**src/rtl/fifo_drain_reader_if.sv**
```systemverilog
// Stream/FIFO bundle for fifo_drain_reader: the burst-control inputs, the FIFO
// read side and the valid/ready output stream.
interface fifo_drain_reader_if #(
    parameter int DATA_WIDTH = 32,
    parameter int CNT_WIDTH  = 4
);
    logic                  en;
    logic                  start;
    logic [CNT_WIDTH-1:0]  len;
    logic                  fifo_empty;
    logic                  fifo_rd;
    logic [DATA_WIDTH-1:0] fifo_data;
    logic [DATA_WIDTH-1:0] out_data;
    logic                  out_valid;
    logic                  out_ready;
    logic                  busy;
    logic                  done;
    logic [CNT_WIDTH-1:0]  word_cnt;

    modport master (
        input  en, start, len, fifo_empty, fifo_data, out_ready,
        output fifo_rd, out_data, out_valid, busy, done, word_cnt
    );

    modport slave (
        output en, start, len, fifo_empty, fifo_data, out_ready,
        input  fifo_rd, out_data, out_valid, busy, done, word_cnt
    );
endinterface

```
**src/rtl/fifo_drain_reader.sv**
```systemverilog
// Burst reader for a 1-cycle-latency FIFO: issues LEN read strobes and re-times the
// returned words through a 2-entry skid buffer onto a valid/ready stream.
module fifo_drain_reader #(
    parameter int DATA_WIDTH = 32,
    parameter int CNT_WIDTH  = 4
) (
    input  logic                   clk,
    input  logic                   rst,
    fifo_drain_reader_if.master    bus
);
    typedef enum logic [1:0] {
        ST_IDLE  = 2'd0,
        ST_READ  = 2'd1,
        ST_DRAIN = 2'd2,
        ST_DONE  = 2'd3
    } state_t;

    localparam logic [CNT_WIDTH-1:0] CNT_ONE = CNT_WIDTH'(1);

    state_t                state_r;
    state_t                state_nxt_s;
    logic [CNT_WIDTH-1:0]  len_r;
    logic [CNT_WIDTH-1:0]  issued_r;
    logic [CNT_WIDTH-1:0]  word_cnt_r;
    logic                  inflight_r;
    logic [1:0]            occ_r;
    logic [DATA_WIDTH-1:0] skid0_r;
    logic [DATA_WIDTH-1:0] skid1_r;
    logic                  pop_s;
    logic                  rd_s;
    logic [2:0]            pending_s;

    // Read-issue decision; pending_s is the skid occupancy expected after this edge,
    // and a new read is allowed only if its word will still find a free slot.
    always_comb begin
        pop_s     = (occ_r != 2'd0) && bus.out_ready;
        pending_s = {1'b0, occ_r} + {2'b00, inflight_r} - {2'b00, pop_s};
        rd_s      = (state_r == ST_READ) && bus.en && !bus.fifo_empty &&
                    (issued_r < len_r) && (pending_s < 3'd2);
    end

    // Burst state register.
    always_ff @(posedge clk or posedge rst) begin
        if (rst) begin
            state_r <= ST_IDLE;
        end else begin
            state_r <= state_nxt_s;
        end
    end

    // Next-state logic; READ leaves on the edge that issues the final read.
    always_comb begin
        state_nxt_s = state_r;
        case (state_r)
            ST_IDLE: begin
                if (bus.start) begin
                    if (bus.len != '0) begin
                        state_nxt_s = ST_READ;
                    end else begin
                        state_nxt_s = ST_DONE;
                    end
                end else begin
                    state_nxt_s = ST_IDLE;
                end
            end
            ST_READ: begin
                if ((issued_r == len_r) || (rd_s && ((issued_r + CNT_ONE) == len_r))) begin
                    state_nxt_s = ST_DRAIN;
                end else begin
                    state_nxt_s = ST_READ;
                end
            end
            ST_DRAIN: begin
                if ((word_cnt_r == len_r) || (pop_s && ((word_cnt_r + CNT_ONE) == len_r))) begin
                    state_nxt_s = ST_DONE;
                end else begin
                    state_nxt_s = ST_DRAIN;
                end
            end
            ST_DONE: begin
                state_nxt_s = ST_IDLE;
            end
            default: begin
                state_nxt_s = ST_IDLE;
            end
        endcase
    end

    // Burst length, issued-read count and delivered-word count.
    always_ff @(posedge clk or posedge rst) begin
        if (rst) begin
            len_r      <= '0;
            issued_r   <= '0;
            word_cnt_r <= '0;
        end else if ((state_r == ST_IDLE) && bus.start) begin
            len_r      <= bus.len;
            issued_r   <= '0;
            word_cnt_r <= '0;
        end else begin
            if (rd_s) begin
                issued_r <= issued_r + CNT_ONE;
            end
            if (pop_s && (word_cnt_r != len_r)) begin
                word_cnt_r <= word_cnt_r + CNT_ONE;
            end
        end
    end

    // Skid buffer: entry 0 is the stream head; a capture during a pop refills behind it.
    always_ff @(posedge clk or posedge rst) begin
        if (rst) begin
            inflight_r <= 1'b0;
            occ_r      <= 2'd0;
            skid0_r    <= '0;
            skid1_r    <= '0;
        end else begin
            inflight_r <= rd_s;
            case ({inflight_r, pop_s})
                2'b11: begin
                    if (occ_r == 2'd1) begin
                        skid0_r <= bus.fifo_data;
                    end else begin
                        skid0_r <= skid1_r;
                        skid1_r <= bus.fifo_data;
                    end
                end
                2'b01: begin
                    skid0_r <= skid1_r;
                    occ_r   <= occ_r - 2'd1;
                end
                2'b10: begin
                    if (occ_r == 2'd0) begin
                        skid0_r <= bus.fifo_data;
                    end else begin
                        skid1_r <= bus.fifo_data;
                    end
                    occ_r <= occ_r + 2'd1;
                end
                default: begin
                    occ_r <= occ_r;
                end
            endcase
        end
    end

    assign bus.fifo_rd   = rd_s;
    assign bus.out_valid = (occ_r != 2'd0);
    assign bus.out_data  = skid0_r;
    assign bus.busy      = (state_r != ST_IDLE);
    assign bus.done      = (state_r == ST_DONE);
    assign bus.word_cnt  = word_cnt_r;
endmodule
```
**src/flat_wrapper.sv**
```systemverilog
// flat-port wrapper written by rule: the top's interface ports become plain ports
module fifo_drain_reader_flat 
#(
    parameter int DATA_WIDTH = 32,
    parameter int CNT_WIDTH  = 4
)
  (clk, rst, bus_en, bus_start, bus_len, bus_fifo_empty, bus_fifo_data, bus_out_ready, bus_fifo_rd, bus_out_data, bus_out_valid, bus_busy, bus_done, bus_word_cnt);
  fifo_drain_reader_if #(.DATA_WIDTH(DATA_WIDTH), .CNT_WIDTH(CNT_WIDTH)) bus_i ();
  input  logic clk;
  input  logic rst;
  input wire logic [$bits(bus_i.en)-1:0] bus_en;
  input wire logic [$bits(bus_i.start)-1:0] bus_start;
  input wire logic [$bits(bus_i.len)-1:0] bus_len;
  input wire logic [$bits(bus_i.fifo_empty)-1:0] bus_fifo_empty;
  input wire logic [$bits(bus_i.fifo_data)-1:0] bus_fifo_data;
  input wire logic [$bits(bus_i.out_ready)-1:0] bus_out_ready;
  output wire logic [$bits(bus_i.fifo_rd)-1:0] bus_fifo_rd;
  output wire logic [$bits(bus_i.out_data)-1:0] bus_out_data;
  output wire logic [$bits(bus_i.out_valid)-1:0] bus_out_valid;
  output wire logic [$bits(bus_i.busy)-1:0] bus_busy;
  output wire logic [$bits(bus_i.done)-1:0] bus_done;
  output wire logic [$bits(bus_i.word_cnt)-1:0] bus_word_cnt;
  assign bus_i.en = bus_en;
  assign bus_i.start = bus_start;
  assign bus_i.len = bus_len;
  assign bus_i.fifo_empty = bus_fifo_empty;
  assign bus_i.fifo_data = bus_fifo_data;
  assign bus_i.out_ready = bus_out_ready;
  assign bus_fifo_rd = bus_i.fifo_rd;
  assign bus_out_data = bus_i.out_data;
  assign bus_out_valid = bus_i.out_valid;
  assign bus_busy = bus_i.busy;
  assign bus_done = bus_i.done;
  assign bus_word_cnt = bus_i.word_cnt;
  fifo_drain_reader #(.DATA_WIDTH(DATA_WIDTH), .CNT_WIDTH(CNT_WIDTH)) u_core (.clk(clk), .rst(rst), .bus(bus_i));
endmodule
```
**config.mk**
```make
export PLATFORM = sky130hd
export DESIGN_NAME = fifo_drain_reader_flat
export DESIGN_NICKNAME = d
export VERILOG_FILES = /design/src/rtl/fifo_drain_reader_if.sv /design/src/rtl/fifo_drain_reader.sv /design/src/flat_wrapper.sv
export SDC_FILE = /design/constraint.sdc
export NUM_CORES = 1
export LEC_CHECK = 0
export ABC_AREA = 1
export CAP_MARGIN = 5
export CORE_MARGIN = 3
export CORE_UTILIZATION = 30
export CTS_CLUSTER_DIAMETER = 200
export DETAILED_ROUTE_END_ITERATION = 12
export GPL_TIMING_DRIVEN = 0
export PLACE_DENSITY = 0.49
export RECOVER_POWER = 25
export SLEW_MARGIN = 20
export SYNTH_ARGS = -nofsm -noshare
export SYNTH_HDL_FRONTEND = slang
export SYNTH_SLANG_ARGS = --single-unit
```
**constraint.sdc**
```tcl
create_clock -name clk -period 11.45 [get_ports clk]
set_clock_uncertainty 0.1 [all_clocks]
set_input_delay 2.29 -clock clk [delete_from_list [all_inputs] [get_ports clk]]
set_output_delay 2.29 -clock clk [all_outputs]
set_load 0.02 [all_outputs]
```
==> results.md <==
- Status: complete, but fails checks
- Violated checks: max-capacitance violations, max-slew violations
- Clk network pwr share: 18.5%
- Maximum count of clock buffers along a single path: 2
- Slew at the pin closest to its max-slew limit: 2.30 ns
- Required @ worst endpoint: 9.06 ns
- Power density relative to cell area: 285 nW/um2
- Reg2Reg Capture Point: u_core.state_r[0]$_DFF_PP0_
- Cts hold-fix bufs: 0
- Yosys reg bits: 81
- Chip width: 128 um
- Routability Congestion: 0.800
- Post-synthesis cell count: 592
- Flop-to-flop setup slack: 7.63 ns
- CTS clk-pin slew, worst paths: 0.06 ns
- Yosys cell types: 29
- Worst setup path class: in2out
- Number of gates given a new drive strength after cts: 0
- Synthesis Warnings: 0
- Die span in y: 128 um
- Starting density of the core: 30.8%
- Final HPWL DP: 9.09 mm
- RSZ-0062 raised after global routing: false
- WHS: 0.417 ns
- Count of flip-flops with a built-in enable after synthesis: 0
- Count of port buffers added during placement: 81
- Number of iterations in the first detailed-routing pass: 5
- Worst-path maximum fanout: 10
- Number of top-level pins: 82
- # rows: 44
- Wire length of the first global-routing pass: 21.3 mm
- Critical path data arrival time: 6.02 ns
- Category of the worst setup path launch point: input port
- Tmin final: 8.41 ns
- Via total after detailed routing: 4304
- Worst Setup End Kind: primary output
- Main area contributors after synthesis: sky130_fd_sc_hd__dfrtp_1 45%, sky130_fd_sc_hd__nand2_1 12%, sky130_fd_sc_hd__o21ai_0 6.9%
- First-iteration detailed-routing DRC count: 366
- Final total negative setup slack: 0 ns
- Leakage: 2.63 nW
- Vias in the first global route: 4191
- Antenna violation net count after detailed routing: 0
- Asr flop ratio synth: 100%
- WHS Path Cells: 2
- Number of H-tree branching levels: 3
- Number of clock sinks: 81
- Fraction of layout instances using a drive strength above 1: 6.67%
- Number of nets in the layout: 737
- Number of buffers inserted to repair setup after CTS: 0
- Post-synth net total: 644
- DRC errors left: 0
- Dominant register cell in the synthesized netlist: sky130_fd_sc_hd__dfrtp_1
- Flop pwr share: 30.6%
- Antenna violations before repair: 0
- Max_slew headroom: -54.0%
- End point of the most critical hold path: u_core.skid1_r[21]$_DFFE_PP0P_
- Library cell occupying the most area in the post-synthesis netlist: sky130_fd_sc_hd__dfrtp_1
- Skew-Pair Late Insertion Delay: 0.34 ns
- Clock tree from TritonCTS: done
- Post-synthesis instance area: 4500 um2
- Layout overhead on the synthesized area: 30.3%
- Number of failing setup endpoints in the final timing report: 0
- GRT Resource Usage Total: 16.3%
- Reported net switching power: 0.723 mW
- Yosys top cell area share: 45.1%
- Die Area: 16500 um2
- Sequential cell area fraction in the yosys report: 45.1%
- Most frequently used cell type in the post-synthesis netlist: sky130_fd_sc_hd__nand2_1
- Core area: 14600 um2
- Number of vias per cell after detailed routing: 4.92
- Pin count of the biggest net entering global routing: 48
- Sw frac: 43.3%
- Number of clock buffers inserted by TritonCTS: 9
- Final Routed Wirelength: 13.0 mm
- Crit. Startpoint: bus_out_ready
- Clock root cell: sky130_fd_sc_hd__clkbuf_16
- Final cycle utilization of the critical path: 73.5%
- Most frequent cells after synthesis: 149 x sky130_fd_sc_hd__nand2_1, 81 x sky130_fd_sc_hd__dfrtp_1, 63 x sky130_fd_sc_hd__inv_1
- Worst hold-check path type: reg2reg
- Antenna diode count: 0
- FF-to-FF path depth: 19
- Number of max-cap violations: 1
- Internal Power: 0.948 mW
- Share of power burned in combinational logic: 50.9%
- Post-detailed-route wirelength per cell: 14.9 um
- Hold path startpoint: u_core.skid1_r[21]$_DFFE_PP0P_
- Fmax: 119 MHz
- Final count of pins violating max slew: 47
- Critical register-to-register path startpoint: u_core.occ_r[1]$_DFFE_PP0N_
- Grt ovf: 0
- Mean cell area of the mapped netlist: 7.60 um2
- Final Hold Viols: 0
- Maximum ir drop on the vdd rail: 0.000110 V
[how the worst max path moves through the flow]
stage | end
after floorplan | bus_fifo_rd
after global placement | bus_fifo_rd
after detailed placement | bus_fifo_rd
after CTS | bus_fifo_rd
after global routing | bus_fifo_rd
final | bus_fifo_rd
[sequential cells by signal, summed over array words and instances (netlist names)]
name	cells
u_core.len_r	4
u_core.bus.out_data	32
u_core.bus.word_cnt	4
u_core.inflight_r	1
u_core.skid1_r	32
u_core.state_r	2
u_core.issued_r	4
u_core.occ_r	2
[metrics by stage]
stage	util, %	power (mW)	setup slack, ns	area [um2]	std cells
finish	40.2	1.67	3.04	5860	874
global route	40.2	1.82	2.71	5860	874
CTS	40.3	1.69	2.92	5880	874
detailed placement	38.1	1.38	2.93	5560	858
global placement	38.0	1.36	2.94	5540	857
floorplan	-	1.06	4.56	4500	592
[power groups by stage]
stage / sequential (mW) / clock, mW / combinational (mW)
2_1_floorplan: 0.574 / 0 / 0.486
3_5_place_dp: 0.518 / 0 / 0.859
3_3_place_gp: 0.514 / 0 / 0.849
5_1_grt: 0.531 / 0.328 / 0.964
4_1_cts: 0.513 / 0.317 / 0.862
6_report: 0.512 / 0.309 / 0.851
[cell type report]
class,instances,area (um2)
Buffer,32,195
Clock buffer,11,253
Clock inverter,5,62.6
Fill cell,1501,8730
Inverter,68,256
Multi-Input combinational cell,411,2000
Sequential cell,81,2030
Tap cell,184,230
Timing Repair Buffer,82,831
[worst max-delay path, stage by stage]
cell	delay, ns
sky130_fd_sc_hd__clkdlybuf4s50_1	0.45
sky130_fd_sc_hd__inv_1	0.07
sky130_fd_sc_hd__nor2_4	0.16
sky130_fd_sc_hd__inv_2	0.09
sky130_fd_sc_hd__ha_1	0.33
sky130_fd_sc_hd__inv_1	0.08
sky130_fd_sc_hd__buf_2	0.21
sky130_fd_sc_hd__buf_1	0.45
sky130_fd_sc_hd__nand2_1	0.13
sky130_fd_sc_hd__fa_1	0.51
sky130_fd_sc_hd__nand2_1	0.05
sky130_fd_sc_hd__inv_1	0.04
sky130_fd_sc_hd__nand2_1	0.04
sky130_fd_sc_hd__nor2_1	0.13
sky130_fd_sc_hd__nand3_1	0.18
sky130_fd_sc_hd__inv_1	0.17
sky130_fd_sc_hd__clkdlybuf4s50_1	0.63
[per-layer routing]
layer  track usage, %  wire [um]  vias to the layer above
met5                0          0                        -
met3             3.78        701                       10
met4             4.93        140                        0
li1                 -          -                     2129
met2             26.1       6010                      120
met1             22.0       6130                     2045
[cells in the final DEF (no fill, tap or decap), types with 21 or more instances in the layout]
cell type                         count
sky130_fd_sc_hd__o21ai_1             40
sky130_fd_sc_hd__nand2_1            149
sky130_fd_sc_hd__o21ai_0             62
sky130_fd_sc_hd__clkdlybuf4s50_1     79
sky130_fd_sc_hd__inv_1               62
sky130_fd_sc_hd__a21oi_1             38
sky130_fd_sc_hd__dfrtp_1             81
sky130_fd_sc_hd__nand3_1             21
sky130_fd_sc_hd__a31oi_1             32
sky130_fd_sc_hd__nor2_1              43
[kinds of logic after synthesis]
logic type / share of synthesized area (%)
AO/OA/AOI/OAI: 20.8
XOR/XNOR: 1.36
adder cells (fa/ha/maj): 2.95
buffers and inverters: 10.0
flip-flops: 45.1
AND/OR/NAND/NOR: 19.8
(Power assumes the default switching activity.)
